==> src/rtl/regfile_hilo_mp_if.sv <==
// regfile_hilo_mp_if: ID/WB-side bus of regfile_hilo_mp (GPR read ports, GPR write, HI/LO writes, mul/div occupancy); master drives requests, slave is the regfile
interface regfile_hilo_mp_if #(
  parameter int DATA_W = 32,
  parameter int NREG   = 32,
  parameter int NRD    = 2,
  parameter int CNT_W  = 6,
  parameter int ADDR_W = $clog2(NREG)
);
  logic [NRD*ADDR_W-1:0] raddr;
  logic [NRD*DATA_W-1:0] rdata;
  logic                  we;
  logic [ADDR_W-1:0]     waddr;
  logic [DATA_W-1:0]     wdata;
  logic                  hi_we;
  logic [DATA_W-1:0]     hi_wdata;
  logic                  lo_we;
  logic [DATA_W-1:0]     lo_wdata;
  logic [DATA_W-1:0]     hi_rdata;
  logic [DATA_W-1:0]     lo_rdata;
  logic                  md_start;
  logic [CNT_W-1:0]      md_cycles;
  logic                  hilo_rd;
  logic                  hilo_busy;
  logic                  stall_req;
  modport master (
    output raddr, we, waddr, wdata, hi_we, hi_wdata, lo_we, lo_wdata, md_start, md_cycles, hilo_rd,
    input  rdata, hi_rdata, lo_rdata, hilo_busy, stall_req
  );
  modport slave (
    input  raddr, we, waddr, wdata, hi_we, hi_wdata, lo_we, lo_wdata, md_start, md_cycles, hilo_rd,
    output rdata, hi_rdata, lo_rdata, hilo_busy, stall_req
  );
endinterface

==> src/rtl/regfile_hilo_mp.sv <==
// regfile_hilo_mp: NRD-read GPR file + HI/LO with mul/div stall counter; ports clk, rst (sync, active-high), bus (regfile_hilo_mp_if.slave); define REGFILE_BYPASS_EN for same-cycle write-to-read forwarding
module regfile_hilo_mp #(
  parameter int DATA_W = 32,
  parameter int NREG   = 32,
  parameter int NRD    = 2,
  parameter int CNT_W  = 6
) (
  input logic clk,
  input logic rst,
  regfile_hilo_mp_if.slave bus
);
  localparam int ADDR_W = $clog2(NREG);
  logic [DATA_W-1:0]     regs [NREG];
  logic [DATA_W-1:0]     hi, lo;
  logic [CNT_W-1:0]      cnt;
  logic [NRD*DATA_W-1:0] rd;
  always_ff @(posedge clk) begin
    if (rst) begin
      for (int k = 0; k < NREG; k++) regs[k] <= '0;
      hi  <= '0;
      lo  <= '0;
      cnt <= '0;
    end else begin
      if (bus.we && bus.waddr != '0) regs[bus.waddr] <= bus.wdata;
      if (bus.hi_we) hi <= bus.hi_wdata;
      if (bus.lo_we) lo <= bus.lo_wdata;
      cnt <= (cnt != '0) ? cnt - CNT_W'(1) : bus.md_start ? bus.md_cycles : '0;
    end
  end
  for (genvar i = 0; i < NRD; i++) begin : g_rd
    logic [ADDR_W-1:0] a;
    assign a = bus.raddr[i*ADDR_W +: ADDR_W];
`ifdef REGFILE_BYPASS_EN
    assign rd[i*DATA_W +: DATA_W] = (a == '0) ? '0 : (bus.we && bus.waddr == a) ? bus.wdata : regs[a];
`else
    assign rd[i*DATA_W +: DATA_W] = (a == '0) ? '0 : regs[a];
`endif
  end
  assign bus.rdata = rd;
`ifdef REGFILE_BYPASS_EN
  assign bus.hi_rdata = bus.hi_we ? bus.hi_wdata : hi;
  assign bus.lo_rdata = bus.lo_we ? bus.lo_wdata : lo;
`else
  assign bus.hi_rdata = hi;
  assign bus.lo_rdata = lo;
`endif
  assign bus.hilo_busy = cnt != '0;
  assign bus.stall_req = bus.hilo_rd && cnt != '0;
endmodule

==> src/flat_wrapper.sv <==
// flat-port wrapper written by rule: the top's interface ports become plain ports
module regfile_hilo_mp_flat 
#(
  parameter int DATA_W = 32,
  parameter int NREG   = 32,
  parameter int NRD    = 2,
  parameter int CNT_W  = 6
)
  (clk, rst, bus_raddr, bus_we, bus_waddr, bus_wdata, bus_hi_we, bus_hi_wdata, bus_lo_we, bus_lo_wdata, bus_md_start, bus_md_cycles, bus_hilo_rd, bus_rdata, bus_hi_rdata, bus_lo_rdata, bus_hilo_busy, bus_stall_req);
  regfile_hilo_mp_if #(.DATA_W(DATA_W), .NREG(NREG), .NRD(NRD), .CNT_W(CNT_W)) bus_i ();
  input logic clk;
  input logic rst;
  input wire logic [$bits(bus_i.raddr)-1:0] bus_raddr;
  input wire logic [$bits(bus_i.we)-1:0] bus_we;
  input wire logic [$bits(bus_i.waddr)-1:0] bus_waddr;
  input wire logic [$bits(bus_i.wdata)-1:0] bus_wdata;
  input wire logic [$bits(bus_i.hi_we)-1:0] bus_hi_we;
  input wire logic [$bits(bus_i.hi_wdata)-1:0] bus_hi_wdata;
  input wire logic [$bits(bus_i.lo_we)-1:0] bus_lo_we;
  input wire logic [$bits(bus_i.lo_wdata)-1:0] bus_lo_wdata;
  input wire logic [$bits(bus_i.md_start)-1:0] bus_md_start;
  input wire logic [$bits(bus_i.md_cycles)-1:0] bus_md_cycles;
  input wire logic [$bits(bus_i.hilo_rd)-1:0] bus_hilo_rd;
  output wire logic [$bits(bus_i.rdata)-1:0] bus_rdata;
  output wire logic [$bits(bus_i.hi_rdata)-1:0] bus_hi_rdata;
  output wire logic [$bits(bus_i.lo_rdata)-1:0] bus_lo_rdata;
  output wire logic [$bits(bus_i.hilo_busy)-1:0] bus_hilo_busy;
  output wire logic [$bits(bus_i.stall_req)-1:0] bus_stall_req;
  assign bus_i.raddr = bus_raddr;
  assign bus_i.we = bus_we;
  assign bus_i.waddr = bus_waddr;
  assign bus_i.wdata = bus_wdata;
  assign bus_i.hi_we = bus_hi_we;
  assign bus_i.hi_wdata = bus_hi_wdata;
  assign bus_i.lo_we = bus_lo_we;
  assign bus_i.lo_wdata = bus_lo_wdata;
  assign bus_i.md_start = bus_md_start;
  assign bus_i.md_cycles = bus_md_cycles;
  assign bus_i.hilo_rd = bus_hilo_rd;
  assign bus_rdata = bus_i.rdata;
  assign bus_hi_rdata = bus_i.hi_rdata;
  assign bus_lo_rdata = bus_i.lo_rdata;
  assign bus_hilo_busy = bus_i.hilo_busy;
  assign bus_stall_req = bus_i.stall_req;
  regfile_hilo_mp #(.DATA_W(DATA_W), .NREG(NREG), .NRD(NRD), .CNT_W(CNT_W)) u_core (.clk(clk), .rst(rst), .bus(bus_i));
endmodule
==> config.mk <==
export PLATFORM = sky130hd
export DESIGN_NAME = regfile_hilo_mp_flat
export DESIGN_NICKNAME = d
export VERILOG_FILES = /design/src/rtl/regfile_hilo_mp_if.sv /design/src/rtl/regfile_hilo_mp.sv /design/src/flat_wrapper.sv
export SDC_FILE = /design/constraint.sdc
export NUM_CORES = 2
export LEC_CHECK = 0
export BUFFER_PORTS_ARGS = -buffer_cell sky130_fd_sc_hd__buf_2
export CORE_MARGIN = 2
export CORE_UTILIZATION = 46
export DETAILED_ROUTE_END_ITERATION = 8
export SLEW_MARGIN = 20
export SYNTH_ARGS = -nofsm -noshare
export SYNTH_HDL_FRONTEND = slang
export SYNTH_SLANG_ARGS = --single-unit
==> constraint.sdc <==
create_clock -name clk -period 2.1 [get_ports clk]
set_input_delay 0.315 -clock clk [delete_from_list [all_inputs] [get_ports clk]]
set_output_delay 0.315 -clock clk [all_outputs]
set_load 0.005 [all_outputs]
==> key figures <==
Power and ir drop
  – Pwr per Cell Area: 769 nW/µm²
  – Int Power: 40.7 mW
  – Seq pwr share: 0.471
  – Sw Share: 0.256
  – Max IR drop VDD: 0.000828 V
  – Comb pwr share: 0.151
  – Sw Pwr: 14.0 mW
  – Clock share of power: 0.378
  – Pwr Total: 54.6 mW
  – P_leak: 26.0 nW

Drt
  – Number of remaining DRC errors: 0
  – WL per Instance: 30.9 µm
  – Initial DRC Count: 4,328
  – Via total after detailed routing: 37,819
  – Antenna violation net count after detailed routing: 0
  – Pre-antenna DRT Iters: 6
  – Routed WL: 192,000 µm
  – Via density per instance: 6.11

Clock tree
  – Clock-pin transition on the worst setup and hold timing paths: 0.06 ns
  – CTS tree: yes
  – Root buffer cell: clkbuf_16
  – H-tree levels: 3
  – Skew-Pair Late Insertion Delay: 0.75 ns
  – Clk buf depth: 3
  – Sink Count: 1,094
  – CTS buffer count: 118

Floorplan
  – Die ar.: 129,000 µm²
  – Chip height: 359 µm
  – Initial core utilization: 0.463
  – Die W: 359 µm
  – Core area: 125,000 µm²
  – Row count: 130
  – Io pins: 254

Worst setup path
  – Crit-path max cell delay: 0.51 ns
  – R2r worst-path depth: 7
  – Worst setup startpoint: u_core.regs[12][8]$_SDFFCE_PN0P_
  – Slowest cell on the critical path: mux4_2
  – Kind of start point of the critical path: flip-flop
  – CP most frequent cell: buf_6
  – Crit path cell chain: mux4_2 -> mux2_4 -> o21ai_2 -> buf_6 -> a311oi_2 -> buf_4 -> buf_6
  – Critical path endpoint: bus_rdata[40]
  – Crit-path max FO: 2
  – Critical Path AT: 2.62 ns
  – Flop-to-flop setup slack: 0.24 ns
  – R2R Path End: u_core.cnt[0]$_SDFF_PP0_
  – Worst setup EP type: primary output
  – Reg-to-Reg Start: u_core.cnt[1]$_SDFF_PP0_
  – Worst Path Class, Setup: reg2out
  – CP required: 1.78 ns

Synthesis
  – Synth top area share: 0.530
  – Mapped Avg Cell Area: 15.1 µm²
  – Leading area contributor after synthesis: edfxtp_1
  – EDFF count, synth: 1,024
  – Largest cells by area after synthesis: edfxtp_1, mux4_2, and2_1
  – Post-Synthesis Cell Area: 58,100 µm²
  – Most common flop cell mapped by yosys: edfxtp_1
  – Sequential area share after synthesis: 0.554
  – Asr flop ratio synth: 0
  – Syn. warnings: 0
  – Synthesized flop and latch total: 1,094
  – Post-synthesis cell type count: 55
  – Post-Synthesis Cells: 3,858

Status
  – Outcome: finished with violations
  – Failing checks: setup timing

GRT
  – Largest net degree at the start of global routing: 82
  – Vias in the first global route: 38,906
  – Initial antenna violation count: 12
  – Grt ovf: 0
  – Tot GR Track Use: 0.294
  – First-pass GRT wire length: 275,000 µm

STA
  – Max Transition Viols Final: 0
  – Worst Slack Setup Final: -0.832 ns
  – RSZ-0062 raised after global routing: true
  – Period utilisation layout: 1.40
  – Final Hold Fails: 0
  – # setup viols final: 66
  – Rel. slew slack: 0.389
  – Slew at the pin closest to its max-slew limit: 0.917 ns
  – Clock Skew: 0.000766 ns
  – Post-layout minimum cycle time: 2.93 ns
  – Fmax: 341 MHz

Flow run
  – Max-Cap Viols: 0

Place
  – Post-Place Setup Slack: -0.923 ns
  – Routability congestion estimate from global placement: 0.931
  – Post-DP HPWL: 129,000 µm
  – PortBufs: 253

Layout
  – Nets@finish: 4,565
  – Area Growth Syn to Fin: 22.3%
  – Layout cells sized above 1: 0.368

Min path
  – Hold path cells: 5
  – Hold WC Path Type: in2reg
-- timing repair --
item	in CTS	in global routing
pin swaps	79	41
buffers inserted	9	1
hold buffers	72	0
endpoints found under the hold margin	69	0
resized for setup	323	81
endpoints found under the setup margin	66	66
-- power groups by stage --
| stage | clock [mW] | combinational, mW | sequential [mW] |
|---|---|---|---|
| after CTS | 20.9 | 8.04 | 25.7 |
| final | 20.6 | 8.23 | 25.7 |
| after global routing | 21.7 | 8.57 | 25.8 |
| after detailed placement | 0 | 7.31 | 26.1 |
| after floorplan | 0 | 4.14 | 25.9 |
| after global placement | 0 | 7.26 | 26.1 |
-- sequential cells by signal, summed over array words and instances (netlist names) --
register             cells
u_core.regs           1024
u_core.bus.hi_rdata     32
u_core.bus.lo_rdata     32
u_core.cnt               6
-- how the worst min path moves through the flow --
stage,startpoint,to,slack (ns)
global placement,u_core.bus.hi_rdata[28]$_SDFFE_PP0P_,u_core.bus.hi_rdata[28]$_SDFFE_PP0P_,0.47
finish,bus_md_cycles[5],u_core.cnt[5]$_SDFF_PP0_,0.07
floorplan,u_core.cnt[5]$_SDFF_PP0_,u_core.cnt[5]$_SDFF_PP0_,0.46
global route,bus_md_cycles[5],u_core.cnt[5]$_SDFF_PP0_,0.13
detailed placement,u_core.bus.hi_rdata[1]$_SDFFE_PP0P_,u_core.bus.hi_rdata[1]$_SDFFE_PP0P_,0.48
CTS,bus_md_cycles[5],u_core.cnt[5]$_SDFF_PP0_,0.02
-- per-stage QoR --
stage	std cells	util	setup TNS, ns	area (µm²)	hold slack [ns]
finish	6193	0.566	-42.06	71000	0.0716
global route	6188	0.566	-46.20	71000	0.127
CTS	6191	0.563	-45.03	70700	0.0208
detailed placement	5903	0.518	-39.45	64900	0.477
global placement	5903	0.518	-39.47	64900	0.468
floorplan	3889	-	0	58200	0.461
-- layer usage --
layer	wire length, µm	global-route usage	part of all wire
met5	89	0	0.00046
met4	8460	0.120	0.044
met3	16300	0.0567	0.085
met2	90700	0.471	0.47
met1	76100	0.396	0.40
-- cell type report --
class                           instances  area, µm²
Antenna cell                            5       12.5
Clock buffer                          149       3110
Clock inverter                         69        664
Fill cell                            9826      54400
Inverter                                4       17.5
Multi-Input combinational cell       2377      25300
Sequential cell                      1094      32200
Tap cell                             1650       2060
Timing Repair Buffer                  845       7680
-- cell families after synthesis --
| kind of cell | share of synthesized area |
|---|---|
| and+or+nand+nor | 0.131 |
| adders and majority gates | 0.000215 |
| other | 0.0000646 |
| buffers and inverters | 0.0409 |
| muxes | 0.228 |
| xor gates and xnor gates | 0.000302 |
| AOI/OAI and AO/OA | 0.0462 |
| DFF | 0.554 |
-- critical path, delay by kind of cell (launching register included) --
kind                   cells  cell delay [ns]
buffers and inverters      3             0.46
muxes                      2             0.79
DFF                        1             0.43
AOI/OAI and AO/OA          2             0.19
-- cell usage in the layout (no fill, tap or decap), types with 22 or more instances in the layout --
cell type      instances
a211oi_2              34
a221oi_1              46
a22oi_1               54
a311oi_4              27
and2_1               995
buf_12               128
buf_2                238
buf_4                379
buf_6                 23
clkbuf_1              27
clkbuf_16            118
clkinv_1              27
conb_1                32
dfxtp_1               68
dlygate4sd3_1         72
edfxtp_1            1024
mux2_4                45
mux2i_1              192
mux4_1                45
mux4_2               372
mux4_4                31
nand2_1               39
nor2_1                69
nor2_2                22
nor2b_1               39
o21ai_1               32
o21ai_2               30
o21ai_4               31
or2_2                 32
-- cells in the mapped netlist, types with 4 or more instances --
cell and number:
buf_8 4, dfxtp_1 70, nor2_2 5, a221oi_1 47
nor2b_1 57, clkbuf_1 241, mux4_1 105, o21ai_0 23
a21oi_1 4, clkbuf_8 6, mux2i_1 192, buf_4 36
mux2_2 64, buf_6 55, o2111ai_1 17, and2b_1 9
dlygate4sd3_1 4, a211oi_1 67, o21ai_1 88, buf_2 59
nand2_1 39, nor3_1 4, mux4_2 312, a311oi_1 64
edfxtp_1 1024, and2_1 995, nor2_1 100, or2_2 31
a22oi_1 64, mux4_4 31
No activity file was read; power rests on OpenSTA's default activity.
